<file path="config.mk">
export PLATFORM = sky130hd
export DESIGN_NAME = apb_demux_pipe_flat
export DESIGN_NICKNAME = d
export VERILOG_FILES = /design/src/rtl/apb_demux_pkg.sv /design/src/rtl/apb_demux_pipe_if.sv /design/src/rtl/apb_addr_decoder.sv /design/src/rtl/apb_demux_pipe.sv /design/src/flat_wrapper.sv
export SDC_FILE = /design/constraint.sdc
export NUM_CORES = 1
export LEC_CHECK = 0
export BUFFER_PORTS_ARGS = -buffer_cell sky130_fd_sc_hd__buf_2
export CAP_MARGIN = 20
export CORE_MARGIN = 2
export CORE_UTILIZATION = 30
export DETAILED_ROUTE_END_ITERATION = 6
export SETUP_SLACK_MARGIN = 0.4
export SYNTH_ARGS = -nofsm -noshare
export SYNTH_HDL_FRONTEND = slang
export SYNTH_SLANG_ARGS = --single-unit
</file>
<file path="constraint.sdc">
create_clock -name PCLK -period 1.6 [get_ports PCLK]
set_clock_uncertainty 0.15 [all_clocks]
set_input_delay 0.32 -clock PCLK [delete_from_list [all_inputs] [get_ports PCLK]]
set_output_delay 0.32 -clock PCLK [all_outputs]
set_load 0.05 [all_outputs]
</file>
<file path="src/rtl/apb_demux_pkg.sv">
// -----------------------------------------------------------------------------
// apb_demux_pkg
//
// Shared types for the registered APB3 1-to-N demultiplexer:
//   state_e     - transfer sequencer states
//   resp_t      - response captured from a completer {prdata, pslverr}
//   idx_width() - width of a completer index, never less than one bit
//
// resp_t carries RESP_DATA_WIDTH bits of read data. The demux is used with
// DATA_WIDTH equal to RESP_DATA_WIDTH.
// -----------------------------------------------------------------------------
package apb_demux_pkg;

    typedef enum logic [2:0] {
        IDLE,
        SETUP,
        ACCESS,
        RESP,
        DECERR
    } state_e;

    localparam int unsigned RESP_DATA_WIDTH = 32;

    typedef struct packed {
        logic [RESP_DATA_WIDTH-1:0] prdata;
        logic                       pslverr;
    } resp_t;

    function automatic int unsigned idx_width(input int unsigned count);
        return (count > 1) ? $clog2(count) : 1;
    endfunction

endpackage

</file>
<file path="src/rtl/apb_demux_pipe_if.sv">
// -----------------------------------------------------------------------------
// apb_demux_pipe_if
//
// APB3 bus bundle. SEL_COUNT sets the width of the select and per-completer
// response vectors: 1 for the upstream side, SLAVE_COUNT for the downstream
// side, where prdata packs completer i at [i*DATA_WIDTH +: DATA_WIDTH].
//
// Modports:
//   master - drives psel/penable/pwrite/paddr/pwdata, receives pready/pslverr/prdata
//   slave  - receives the request, drives pready/pslverr/prdata
// -----------------------------------------------------------------------------
interface apb_demux_pipe_if #(
    parameter int unsigned SEL_COUNT  = 1,
    parameter int unsigned ADDR_WIDTH = 32,
    parameter int unsigned DATA_WIDTH = 32
);

    logic [SEL_COUNT-1:0]            psel;
    logic                            penable;
    logic                            pwrite;
    logic [ADDR_WIDTH-1:0]           paddr;
    logic [DATA_WIDTH-1:0]           pwdata;
    logic [SEL_COUNT-1:0]            pready;
    logic [SEL_COUNT-1:0]            pslverr;
    logic [SEL_COUNT*DATA_WIDTH-1:0] prdata;

    modport master (
        output psel, penable, pwrite, paddr, pwdata,
        input  pready, pslverr, prdata
    );

    modport slave (
        input  psel, penable, pwrite, paddr, pwdata,
        output pready, pslverr, prdata
    );

endinterface

</file>
<file path="src/rtl/apb_addr_decoder.sv">
// -----------------------------------------------------------------------------
// apb_addr_decoder
//
// Combinational decode of an upstream address against a linear map of
// SLAVE_COUNT regions, each SLAVE_SPAN bytes, starting at BASE_ADDR.
//
// Ports:
//   addr   in  ADDR_WIDTH  upstream byte address
//   hit    out 1           address falls inside the mapped window
//   index  out IDX_W       completer number (valid when hit)
//   offset out ADDR_WIDTH  address relative to the completer's region base
// -----------------------------------------------------------------------------
module apb_addr_decoder
    import apb_demux_pkg::*;
#(
    parameter int unsigned            ADDR_WIDTH  = 32,
    parameter logic [ADDR_WIDTH-1:0]  BASE_ADDR   = '0,
    parameter int unsigned            SLAVE_SPAN  = 'h80,
    parameter int unsigned            SLAVE_COUNT = 3,
    localparam int unsigned           IDX_W       = idx_width(SLAVE_COUNT)
) (
    input  logic [ADDR_WIDTH-1:0] addr,
    output logic                  hit,
    output logic [IDX_W-1:0]      index,
    output logic [ADDR_WIDTH-1:0] offset
);

    localparam int unsigned     SPAN_SHIFT   = $clog2(SLAVE_SPAN);
    localparam longint unsigned REGION_BYTES = longint'(SLAVE_COUNT) * longint'(SLAVE_SPAN);

    logic [ADDR_WIDTH-1:0] rel;

    // The window size is compared one bit wider so a map reaching the very
    // top of the address space does not wrap to zero.
    assign rel    = addr - BASE_ADDR;
    assign hit    = (addr >= BASE_ADDR) && ({1'b0, rel} < (ADDR_WIDTH+1)'(REGION_BYTES));
    assign index  = IDX_W'(rel >> SPAN_SHIFT);
    assign offset = rel & ADDR_WIDTH'(SLAVE_SPAN - 1);

endmodule

</file>
<file path="src/rtl/apb_demux_pipe.sv">
// -----------------------------------------------------------------------------
// apb_demux_pipe
//
// Registered APB3 1-to-SLAVE_COUNT demultiplexer. Each upstream transfer is
// decoded, then re-issued downstream as a fresh SETUP/ACCESS pair with the
// region-local address. The selected completer's response is registered and
// returned upstream one cycle later. Unmapped addresses complete at once with
// an error and no downstream activity.
//
// Build option: define APB_DEMUX_TIMEOUT_EN to abort a completer that holds
// pready low for TIMEOUT_CYCLES ACCESS cycles; the abort returns pslverr=1
// and pulses timeout_o. Without it, ACCESS waits indefinitely.
//
// Ports:
//   PCLK       in   clock, rising edge
//   PRESETn    in   synchronous active-low reset
//   s_apb      slave modport  - upstream requester (SEL_COUNT = 1)
//   m_apb      master modport - downstream completers (SEL_COUNT = SLAVE_COUNT)
//   timeout_o  out  one-cycle pulse on a timeout abort
// -----------------------------------------------------------------------------
module apb_demux_pipe
    import apb_demux_pkg::*;
#(
    parameter int unsigned           SLAVE_COUNT    = 3,
    parameter int unsigned           ADDR_WIDTH     = 32,
    parameter int unsigned           DATA_WIDTH     = 32,
    parameter logic [ADDR_WIDTH-1:0] BASE_ADDR      = '0,
    parameter int unsigned           SLAVE_SPAN     = 'h80,
    parameter int unsigned           TIMEOUT_CYCLES = 16
) (
    input  logic              PCLK,
    input  logic              PRESETn,
    apb_demux_pipe_if.slave   s_apb,
    apb_demux_pipe_if.master  m_apb,
    output logic              timeout_o
);

    localparam int unsigned IDX_W = idx_width(SLAVE_COUNT);

    // Elaboration-time parameter sanity checks.
    if (SLAVE_COUNT < 1) begin : g_bad_count
        $error("apb_demux_pipe: SLAVE_COUNT must be at least 1");
    end
    if (SLAVE_SPAN < 4 || (SLAVE_SPAN & (SLAVE_SPAN - 1)) != 0) begin : g_bad_span
        $error("apb_demux_pipe: SLAVE_SPAN must be a power of two, at least 4");
    end
    if (TIMEOUT_CYCLES < 2) begin : g_bad_timeout
        $error("apb_demux_pipe: TIMEOUT_CYCLES must be at least 2");
    end
    if (DATA_WIDTH != RESP_DATA_WIDTH) begin : g_bad_width
        $error("apb_demux_pipe: DATA_WIDTH must equal RESP_DATA_WIDTH");
    end

    // ------------------------------------------------------------------
    // Address decode
    // ------------------------------------------------------------------
    logic                  dec_hit;
    logic [IDX_W-1:0]      dec_idx;
    logic [ADDR_WIDTH-1:0] dec_offset;

    apb_addr_decoder #(
        .ADDR_WIDTH  (ADDR_WIDTH),
        .BASE_ADDR   (BASE_ADDR),
        .SLAVE_SPAN  (SLAVE_SPAN),
        .SLAVE_COUNT (SLAVE_COUNT)
    ) u_decoder (
        .addr   (s_apb.paddr),
        .hit    (dec_hit),
        .index  (dec_idx),
        .offset (dec_offset)
    );

    // ------------------------------------------------------------------
    // State
    // ------------------------------------------------------------------
    state_e                state_q, state_d;
    logic [IDX_W-1:0]      idx_q, idx_d;
    logic [ADDR_WIDTH-1:0] addr_q, addr_d;
    logic                  pwrite_q, pwrite_d;
    logic [DATA_WIDTH-1:0] pwdata_q, pwdata_d;
    resp_t                 resp_q, resp_d;

`ifdef APB_DEMUX_TIMEOUT_EN
    localparam int unsigned CNT_W = $clog2(TIMEOUT_CYCLES + 1);
    logic [CNT_W-1:0] cnt_q, cnt_d;
    logic             timeout_q, timeout_d;
`endif

    // Only the currently selected completer's response is looked at.
    logic                  up_setup;
    logic                  sel_ready;
    logic                  sel_err;
    logic [DATA_WIDTH-1:0] sel_rdata;

    assign up_setup  = s_apb.psel[0] && !s_apb.penable;
    assign sel_ready = m_apb.pready[idx_q];
    assign sel_err   = m_apb.pslverr[idx_q];
    assign sel_rdata = m_apb.prdata[int'(idx_q) * DATA_WIDTH +: DATA_WIDTH];

    // ------------------------------------------------------------------
    // Next-state logic
    // ------------------------------------------------------------------
    // NOTE: every signal assigned here gets its hold value first, so no path
    // through the case leaves one unassigned and no latch is inferred.
    always_comb begin
        state_d  = state_q;
        idx_d    = idx_q;
        addr_d   = addr_q;
        pwrite_d = pwrite_q;
        pwdata_d = pwdata_q;
        resp_d   = resp_q;
`ifdef APB_DEMUX_TIMEOUT_EN
        cnt_d     = cnt_q;
        timeout_d = 1'b0;
`endif

        case (state_q)
            IDLE: begin
                if (up_setup) begin
                    if (dec_hit) begin
                        // Downstream address/control only change for a mapped
                        // transfer, so they hold across unmapped accesses.
                        idx_d    = dec_idx;
                        addr_d   = dec_offset;
                        pwrite_d = s_apb.pwrite;
                        pwdata_d = s_apb.pwdata;
                        state_d  = SETUP;
`ifdef APB_DEMUX_TIMEOUT_EN
                        cnt_d    = '0;
`endif
                    end else begin
                        state_d = DECERR;
                    end
                end
            end

            SETUP: state_d = ACCESS;

            ACCESS: begin
                if (sel_ready) begin
                    resp_d.prdata  = pwrite_q ? '0 : RESP_DATA_WIDTH'(sel_rdata);
                    resp_d.pslverr = sel_err;
                    state_d        = RESP;
                end
`ifdef APB_DEMUX_TIMEOUT_EN
                // A ready arriving on the limit cycle takes priority above.
                else if (cnt_q == CNT_W'(TIMEOUT_CYCLES - 1)) begin
                    resp_d.prdata  = '0;
                    resp_d.pslverr = 1'b1;
                    timeout_d      = 1'b1;
                    state_d        = RESP;
                end else begin
                    cnt_d = cnt_q + 1'b1;
                end
`endif
            end

            RESP:    state_d = IDLE;
            DECERR:  state_d = IDLE;
            default: state_d = IDLE;
        endcase
    end

    // ------------------------------------------------------------------
    // Registers
    // ------------------------------------------------------------------
    // NOTE: non-blocking assignments so every register samples the values
    // from before this edge, independent of statement order.
    always_ff @(posedge PCLK) begin
        if (!PRESETn) begin
            state_q  <= IDLE;
            idx_q    <= '0;
            addr_q   <= '0;
            pwrite_q <= 1'b0;
            pwdata_q <= '0;
            resp_q   <= '0;
`ifdef APB_DEMUX_TIMEOUT_EN
            cnt_q     <= '0;
            timeout_q <= 1'b0;
`endif
        end else begin
            state_q  <= state_d;
            idx_q    <= idx_d;
            addr_q   <= addr_d;
            pwrite_q <= pwrite_d;
            pwdata_q <= pwdata_d;
            resp_q   <= resp_d;
`ifdef APB_DEMUX_TIMEOUT_EN
            cnt_q     <= cnt_d;
            timeout_q <= timeout_d;
`endif
        end
    end

    // ------------------------------------------------------------------
    // Outputs: decoded from registers only, so all are zero after reset.
    // ------------------------------------------------------------------
    logic downstream_active;

    assign downstream_active = (state_q == SETUP) || (state_q == ACCESS);

    assign m_apb.psel    = downstream_active ? (SLAVE_COUNT'(1) << idx_q) : '0;
    assign m_apb.penable = (state_q == ACCESS);
    assign m_apb.pwrite  = pwrite_q;
    assign m_apb.paddr   = addr_q;
    assign m_apb.pwdata  = pwdata_q;

    assign s_apb.pready  = (state_q == RESP) || (state_q == DECERR);
    assign s_apb.pslverr = (state_q == DECERR) || ((state_q == RESP) && resp_q.pslverr);
    assign s_apb.prdata  = (state_q == RESP) ? resp_q.prdata[DATA_WIDTH-1:0] : '0;

`ifdef APB_DEMUX_TIMEOUT_EN
    // timeout_q is set only on the edge entering RESP, which lasts one cycle.
    assign timeout_o = timeout_q;
`else
    assign timeout_o = 1'b0;
`endif

endmodule

</file>
<file path="src/flat_wrapper.sv">
// flat-port wrapper written by rule: the top's interface ports become plain ports
module apb_demux_pipe_flat import apb_demux_pkg::*;
#(
    parameter int unsigned           SLAVE_COUNT    = 3,
    parameter int unsigned           ADDR_WIDTH     = 32,
    parameter int unsigned           DATA_WIDTH     = 32,
    parameter logic [ADDR_WIDTH-1:0] BASE_ADDR      = '0,
    parameter int unsigned           SLAVE_SPAN     = 'h80,
    parameter int unsigned           TIMEOUT_CYCLES = 16
)
  (PCLK, PRESETn, timeout_o, s_apb_psel, s_apb_penable, s_apb_pwrite, s_apb_paddr, s_apb_pwdata, s_apb_pready, s_apb_pslverr, s_apb_prdata, m_apb_psel, m_apb_penable, m_apb_pwrite, m_apb_paddr, m_apb_pwdata, m_apb_pready, m_apb_pslverr, m_apb_prdata);
  apb_demux_pipe_if #(.SEL_COUNT(1), .ADDR_WIDTH(ADDR_WIDTH), .DATA_WIDTH(DATA_WIDTH)) s_apb_i ();
  apb_demux_pipe_if #(.SEL_COUNT((3)), .ADDR_WIDTH(ADDR_WIDTH), .DATA_WIDTH(DATA_WIDTH)) m_apb_i ();
  input  logic PCLK;
  input  logic PRESETn;
  output logic timeout_o;
  input wire logic [$bits(s_apb_i.psel)-1:0] s_apb_psel;
  input wire logic [$bits(s_apb_i.penable)-1:0] s_apb_penable;
  input wire logic [$bits(s_apb_i.pwrite)-1:0] s_apb_pwrite;
  input wire logic [$bits(s_apb_i.paddr)-1:0] s_apb_paddr;
  input wire logic [$bits(s_apb_i.pwdata)-1:0] s_apb_pwdata;
  output wire logic [$bits(s_apb_i.pready)-1:0] s_apb_pready;
  output wire logic [$bits(s_apb_i.pslverr)-1:0] s_apb_pslverr;
  output wire logic [$bits(s_apb_i.prdata)-1:0] s_apb_prdata;
  output wire logic [$bits(m_apb_i.psel)-1:0] m_apb_psel;
  output wire logic [$bits(m_apb_i.penable)-1:0] m_apb_penable;
  output wire logic [$bits(m_apb_i.pwrite)-1:0] m_apb_pwrite;
  output wire logic [$bits(m_apb_i.paddr)-1:0] m_apb_paddr;
  output wire logic [$bits(m_apb_i.pwdata)-1:0] m_apb_pwdata;
  input wire logic [$bits(m_apb_i.pready)-1:0] m_apb_pready;
  input wire logic [$bits(m_apb_i.pslverr)-1:0] m_apb_pslverr;
  input wire logic [$bits(m_apb_i.prdata)-1:0] m_apb_prdata;
  assign s_apb_i.psel = s_apb_psel;
  assign s_apb_i.penable = s_apb_penable;
  assign s_apb_i.pwrite = s_apb_pwrite;
  assign s_apb_i.paddr = s_apb_paddr;
  assign s_apb_i.pwdata = s_apb_pwdata;
  assign s_apb_pready = s_apb_i.pready;
  assign s_apb_pslverr = s_apb_i.pslverr;
  assign s_apb_prdata = s_apb_i.prdata;
  assign m_apb_psel = m_apb_i.psel;
  assign m_apb_penable = m_apb_i.penable;
  assign m_apb_pwrite = m_apb_i.pwrite;
  assign m_apb_paddr = m_apb_i.paddr;
  assign m_apb_pwdata = m_apb_i.pwdata;
  assign m_apb_i.pready = m_apb_pready;
  assign m_apb_i.pslverr = m_apb_pslverr;
  assign m_apb_i.prdata = m_apb_prdata;
  apb_demux_pipe #(.SLAVE_COUNT(SLAVE_COUNT), .ADDR_WIDTH(ADDR_WIDTH), .DATA_WIDTH(DATA_WIDTH), .BASE_ADDR(BASE_ADDR), .SLAVE_SPAN(SLAVE_SPAN), .TIMEOUT_CYCLES(TIMEOUT_CYCLES)) u_core (.PCLK(PCLK), .PRESETn(PRESETn), .s_apb(s_apb_i), .m_apb(m_apb_i), .timeout_o(timeout_o));
endmodule
</file>
Word level (Yosys, flattened, before mapping)
Cells that the tools add are included.

Bits of input ports: 171. Bits in registers: 78. Word-level logic and storage cells: 40. Output and inout port bits: 104.

Multiplexer cells: 11. Shift-type cells: 2. $lt $le $gt $ge: 3. Eq/ne operators: 6. Reduce and logical (&&, ||, !) cells: 11.

Operators by type and width (count): 96-bit by 8-bit variable part select with 32-bit output (1); 32-bit two-way mux (2); 32-bit by 1-bit >= comparator with 1-bit output, second input constant (1); 32-bit by 9-bit < comparator with 1-bit output, second input constant (1); 3-bit two-way mux (4); 3-bit one-hot mux with 3 select lines (1); 3-bit by 2-bit equality test with 1-bit output, second input constant (2); 1-bit binary-select mux with 2-bit select (2); 2-bit by 1-bit != test with 1-bit output, second input constant (2); 2-bit AND reduction (2); 3-bit by 1-bit equality test with 1-bit output, second input constant (1); 3-bit equality test, second input constant (1); 1-bit logical AND (3); 3-bit logical NOT (1); 1-bit logical OR (3); 2-bit by 3-bit < comparator with 1-bit output, second input constant (1); 3-bit AND reduction (1); 1-bit by 2-bit << shifter with 3-bit output, first input constant (1); 1-bit two-way mux (2); 1-bit logical NOT (1).

Longest topological paths before layout
Depth after elaboration: 5. Depth in mapped cells: 6. Gate-level depth less buffers: 5.

Modules after synthesis
A second synthesis with hierarchy kept.

Cell total of the unflattened synthesis: 632. Area, all modules: 4998.5 um^2.

By module, submodules not included: apb_demux_pipe (cells an instance 587, sequential area each 2062.0 um^2, area an instance 4678.2 um^2, times used 1); apb_addr_decoder (cells an instance 45, sequential area each 0.0 um^2, area an instance 320.3 um^2, times used 1).

Worst setup path before layout
No wires, ideal clock.

Path kind: flip-flop to output port. From: register u_core.idx_q[0]. To: output m_apb_psel[1]. Required time: 1130 ps. Path buffers: 2. Arrival time: 1910 ps. Cell stages (with the launch flop): 4. Path slack: -780 ps. Path through: dfxtp_1 -> buf_6 -> buf_2 -> nor3b_1.

Longest elaborated chain between the ends: 2.

Ends and longest elaborated chain: start, declared (RTL line apb_demux_pipe.sv:77) `logic [IDX_W-1:0] idx_q, idx_d;`; start signal, assigned (RTL line apb_demux_pipe.sv:183) `idx_q <= idx_d;`; 1-bit by 2-bit << shifter with 3-bit output (RTL line apb_demux_pipe.sv:202) `assign m_apb.psel = downstream_active ? (SLAVE_COUNT'(1) << idx_q) : '0;`; 3-bit two-way mux (RTL line apb_demux_pipe.sv:202); end, declared (RTL line flat_wrapper.sv:25) `output wire logic [$bits(m_apb_i.psel)-1:0] m_apb_psel;`.

Every way passes these cells.

Worst setup path in the final report
From: register u_core.state_q[0]. To: output s_apb_prdata[18].

Longest elaborated chain between the ends: 2.

Ends and longest elaborated chain: start, declared (RTL line apb_demux_pipe.sv:76) `state_e state_q, state_d;`; start signal, assigned (RTL line apb_demux_pipe.sv:182) `state_q <= state_d;`; 3-bit by 2-bit equality test with 1-bit output (RTL line apb_demux_pipe.sv:210) `assign s_apb.prdata = (state_q == RESP) ? resp_q.prdata[DATA_WIDTH-1:0] : '0;`; 32-bit two-way mux (RTL line apb_demux_pipe.sv:210); end, declared (RTL line flat_wrapper.sv:24) `output wire logic [$bits(s_apb_i.prdata)-1:0] s_apb_prdata;`.

Every way passes these cells.

==> results list <==
- Total power per unit cell area: ~550 mW/mm2
* Critical path class: flop to primary output
* Worst skew pair latency: 0.34 ns
- Library cell used as clock root buffer: sky130_fd_sc_hd__clkbuf_16
- Synthesized area per cell: between 8 and 9 um2
- Quantity of I/O buffers inserted on ports: about 250
- Across the run, the number of max-cap violations was 0.
- Most frequent cells in the layout: sky130_fd_sc_hd__buf_2 (170), sky130_fd_sc_hd__buf_8 (77), sky130_fd_sc_hd__buf_4 (62), sky130_fd_sc_hd__a21oi_1 (58), sky130_fd_sc_hd__nand4_1 (44)
* Number of storage elements in the synthesis netlist: just under 80
- Global routing used between 20% and 30% of the available tracks across all layers.
- The number of antenna violations at the first check in global routing was 0.
* Worst-case hold slack: approximately 0.07 ns
- The repair_antennas step left the layout with diodes totalling 0.
- After clock tree synthesis, the clock-pin slew on the worst setup and hold paths is about 0.070 ns.
- Measured against its own limit, the worst slew margin works out to a little over half.
- Slew at the pin with the worst max-slew slack: between 0.6 and 0.7 ns
- Die outline area: 0.0166 mm2
* End point of the most critical hold path: u_core.m_apb.pwdata[7]
* Result of the run: finished, violations left
- Dividing the detail-routed wire length by the instance count gives 19.3 um.
* R2R depth: 7
- Post-synth EDFFs: 0
* Area of the core region: 0.0152 mm2
- Final global-route overflow total: 0
* Number of iterations in the first detailed-routing pass: 5
- Summing internal, switching and leakage power gives between 5 and 6 mW.
- Beginning of the worst hold path: s_apb_pwdata[7]
- Worst path arrival time: approximately 1.5 ns
- The setup check on the worst reg-to-reg path leaves a slack of -0.33 ns.
- Detail Placement HPWL: between 10000 and 15000 um
* Maximum level of the CTS H-tree: 3
- TritonCTS clock tree: done
- Entering global routing, the biggest net connects 29 pins.
- Summing every instance area after synthesis gives 0.00467 mm2.
- Of all nets on the critical path, the largest fanout is 12.
* Area growth from synthesis to layout: 96.5%
* Number of failing hold endpoints at the final stage: 0
* Warning count from the yosys run: 0
- Final worst-path cycle share: 122%
* Synth Instances: ~530
- The worst path in the final design needs a cycle of around 2 ns, including I/O delays and setup.
* Via count of the first global-routing pass: 5205
- STA classifies the critical path startpoint as a flop.
- From left edge to right edge, the die measures between 100 and 150 um.
* Wire length of the first global-routing pass: ~27000 um
- Summing the sequential cell areas from Yosys gives between 30% and 40% of the chip area.
- Final ANT Viol Nets: 0
- Required arrival time at the worst endpoint: roughly 1.1 ns
- CTS Buf Count: 9
* CTS Hold Bufs: 0
* Setup-violating endpoint count in the final report: between 100 and 150
- The routed design has roughly 20000 um of wire.
- Height of the die: roughly 130 um
- Once the floorplan was initialized, standard cells occupied a little under a third of the core.
- In this run the worst hold path is classified as primary input to flop.
* Final RePlAce weighted congestion: ~0.76
* Fraction of layout cells with a size suffix above 1: a little under two thirds
* Yosys cell types: 36
- Via total after detailed routing: around 5500
- Number of nets in the layout: around 1000
- Vias per cell: 5.34
* Highest Clock Rate: between 500 and 600 MHz
- After the first detailed-routing iteration, the DRC count stood at roughly 210.
- Smallest setup slack after layout: -0.355 ns
* # clock sinks: 78
- Critical path endpoint category: primary output
- Counting the fill cells in the layout gives 1248.
- R2R Path Start: u_core.state_q[1]
- The final max-slew violation count came to 0.
- Setup repair after global routing could not meet its margin everywhere.
- IR analysis of the VDD net gives a maximum drop of about 0.0004 V.
- Of all flip-flops after synthesis, the portion carrying an async set or reset was 0%.
- Final core utilization: 60.3%
* I/O pin cnt: around 280
- Leading register cell type out of synthesis: sky130_fd_sc_hd__dfxtp_1
* End of the worst register-to-register path: u_core.m_apb.paddr[6]
- The library cell used most frequently in the layout, excluding fill and tap cells, is sky130_fd_sc_hd__buf_2.
* Leakage power figure: about 3.5 nW
- Counting instances, the worst hold path has a depth of 3.
- The longest clock path from root to sink contains 2 buffers.
* Number of placement rows: 45
* Failing checks: negative setup slack
* # DRC: 0
## power by group
part	internal [mW]	switching (mW)
clock	1.61	0.835
combinational	0.306	0.414
sequential	1.91	0.00215
## synth_stat cells (2+ instances only)
cell type / count / area, um2
sky130_fd_sc_hd__and2_1: 32 / 200
sky130_fd_sc_hd__nand2_1: 6 / 22.5
sky130_fd_sc_hd__buf_6: 12 / 135
sky130_fd_sc_hd__nor2b_1: 2 / 12.5
sky130_fd_sc_hd__nor4_2: 5 / 62.6
sky130_fd_sc_hd__a21oi_1: 76 / 380
sky130_fd_sc_hd__buf_4: 27 / 203
sky130_fd_sc_hd__buf_2: 27 / 135
sky130_fd_sc_hd__o21ai_1: 16 / 80.1
sky130_fd_sc_hd__nor2_1: 4 / 15.0
sky130_fd_sc_hd__o21ai_0: 17 / 85.1
sky130_fd_sc_hd__clkbuf_1: 25 / 93.8
sky130_fd_sc_hd__nor3_1: 4 / 20.0
sky130_fd_sc_hd__mux2i_1: 33 / 330
sky130_fd_sc_hd__and4_1: 2 / 17.5
sky130_fd_sc_hd__dfxtp_1: 78 / 1560
sky130_fd_sc_hd__nand4b_1: 32 / 280
sky130_fd_sc_hd__nand4_1: 44 / 275
sky130_fd_sc_hd__o2bb2ai_1: 32 / 280
sky130_fd_sc_hd__o31ai_1: 42 / 315
## routing by layer
layer	vias to the layer above	share of wire, %	GRT usage (%)
li1	2608	-	-
met3	55	7.2	5.28
met1	2616	38	25.0
met5	-	0	0
met2	249	52	36.6
met4	0	3.1	7.42
## flip-flops by register name, indices dropped and copies added (netlist names)
signal	cells
u_core.m_apb.pwdata	32
u_core.m_apb.paddr	7
u_core.idx_q	2
u_core.m_apb.pwrite	1
u_core.state_q	3
u_core.resp_q	33
## critical path, stage by stage, from the launching register on
cell and delay [ns]:
sky130_fd_sc_hd__dfxtp_2 0.36, sky130_fd_sc_hd__nand2_2 0.08, sky130_fd_sc_hd__nor2_4 0.12, sky130_fd_sc_hd__buf_12 0.13, sky130_fd_sc_hd__clkbuf_16 0.16, sky130_fd_sc_hd__and2_4 0.15, sky130_fd_sc_hd__buf_8 0.14
## cell type report
| cell class | instances | area (um2) | share of cell area, % |
|---|---|---|---|
| sequential | 78 | 1660 | 18.1 |
| tap | 188 | 235 | 2.56 |
| multi-input combinational | 386 | 3370 | 36.8 |
| clock buffer | 13 | 260 | 2.84 |
| inverter | 2 | 7.51 | 0.0818 |
| timing repair buffer | 365 | 3550 | 38.7 |
| clock inverter | 3 | 90.1 | 0.982 |
## worst max-delay path by stage
stage                                   end  cells past startpoint  slack [ns]              start
CTS                           m_apb_psel[1]                      5       -0.36  u_core.state_q[1]
global route                  m_apb_penable                      5       -0.42  u_core.state_q[0]
detailed placement  u_core.m_apb.pwdata[11]                      6       -0.23    s_apb_paddr[28]
finish                     s_apb_prdata[18]                      6       -0.35  u_core.state_q[0]
floorplan                     m_apb_psel[1]                      3       -0.08  u_core.state_q[0]
global placement    u_core.m_apb.pwdata[10]                      6       -0.18    s_apb_paddr[19]
## stage by stage
step	instances	TNS (ns)	instance area [um2]	setup WS, ns
global route	1035	-32.29	9170	-0.416
floorplan	557	-1.84	5090	-0.0778
finish	1035	-24.52	9170	-0.355
global placement	944	-9.75	6400	-0.178
CTS	1009	-21.57	8410	-0.361
detailed placement	944	-11.88	6400	-0.226
## kinds of logic (layout without fill, tap and decap cells)
| family | Yosys count | in the layout | synth area share [%] |
|---|---|---|---|
| simple gates | 138 | 138 | 20.5 |
| other cells | 1 | 26 | 0.0803 |
| xor+xnor | 1 | 1 | 0.188 |
| buf+inv | 93 | 383 | 12.3 |
| compound gates | 187 | 187 | 25.9 |
| mux | 34 | 34 | 7.56 |
| flops | 78 | 78 | 33.4 |
## what timing repair did
item / in CTS / in global routing
setup endpoints to repair: 155 / 155
buffers inserted: 39 / 17
pin swaps: 29 / 46
resized for setup: 336 / 83
gates cloned: 10 / 9
No activity file was read; power rests on OpenSTA's default activity.
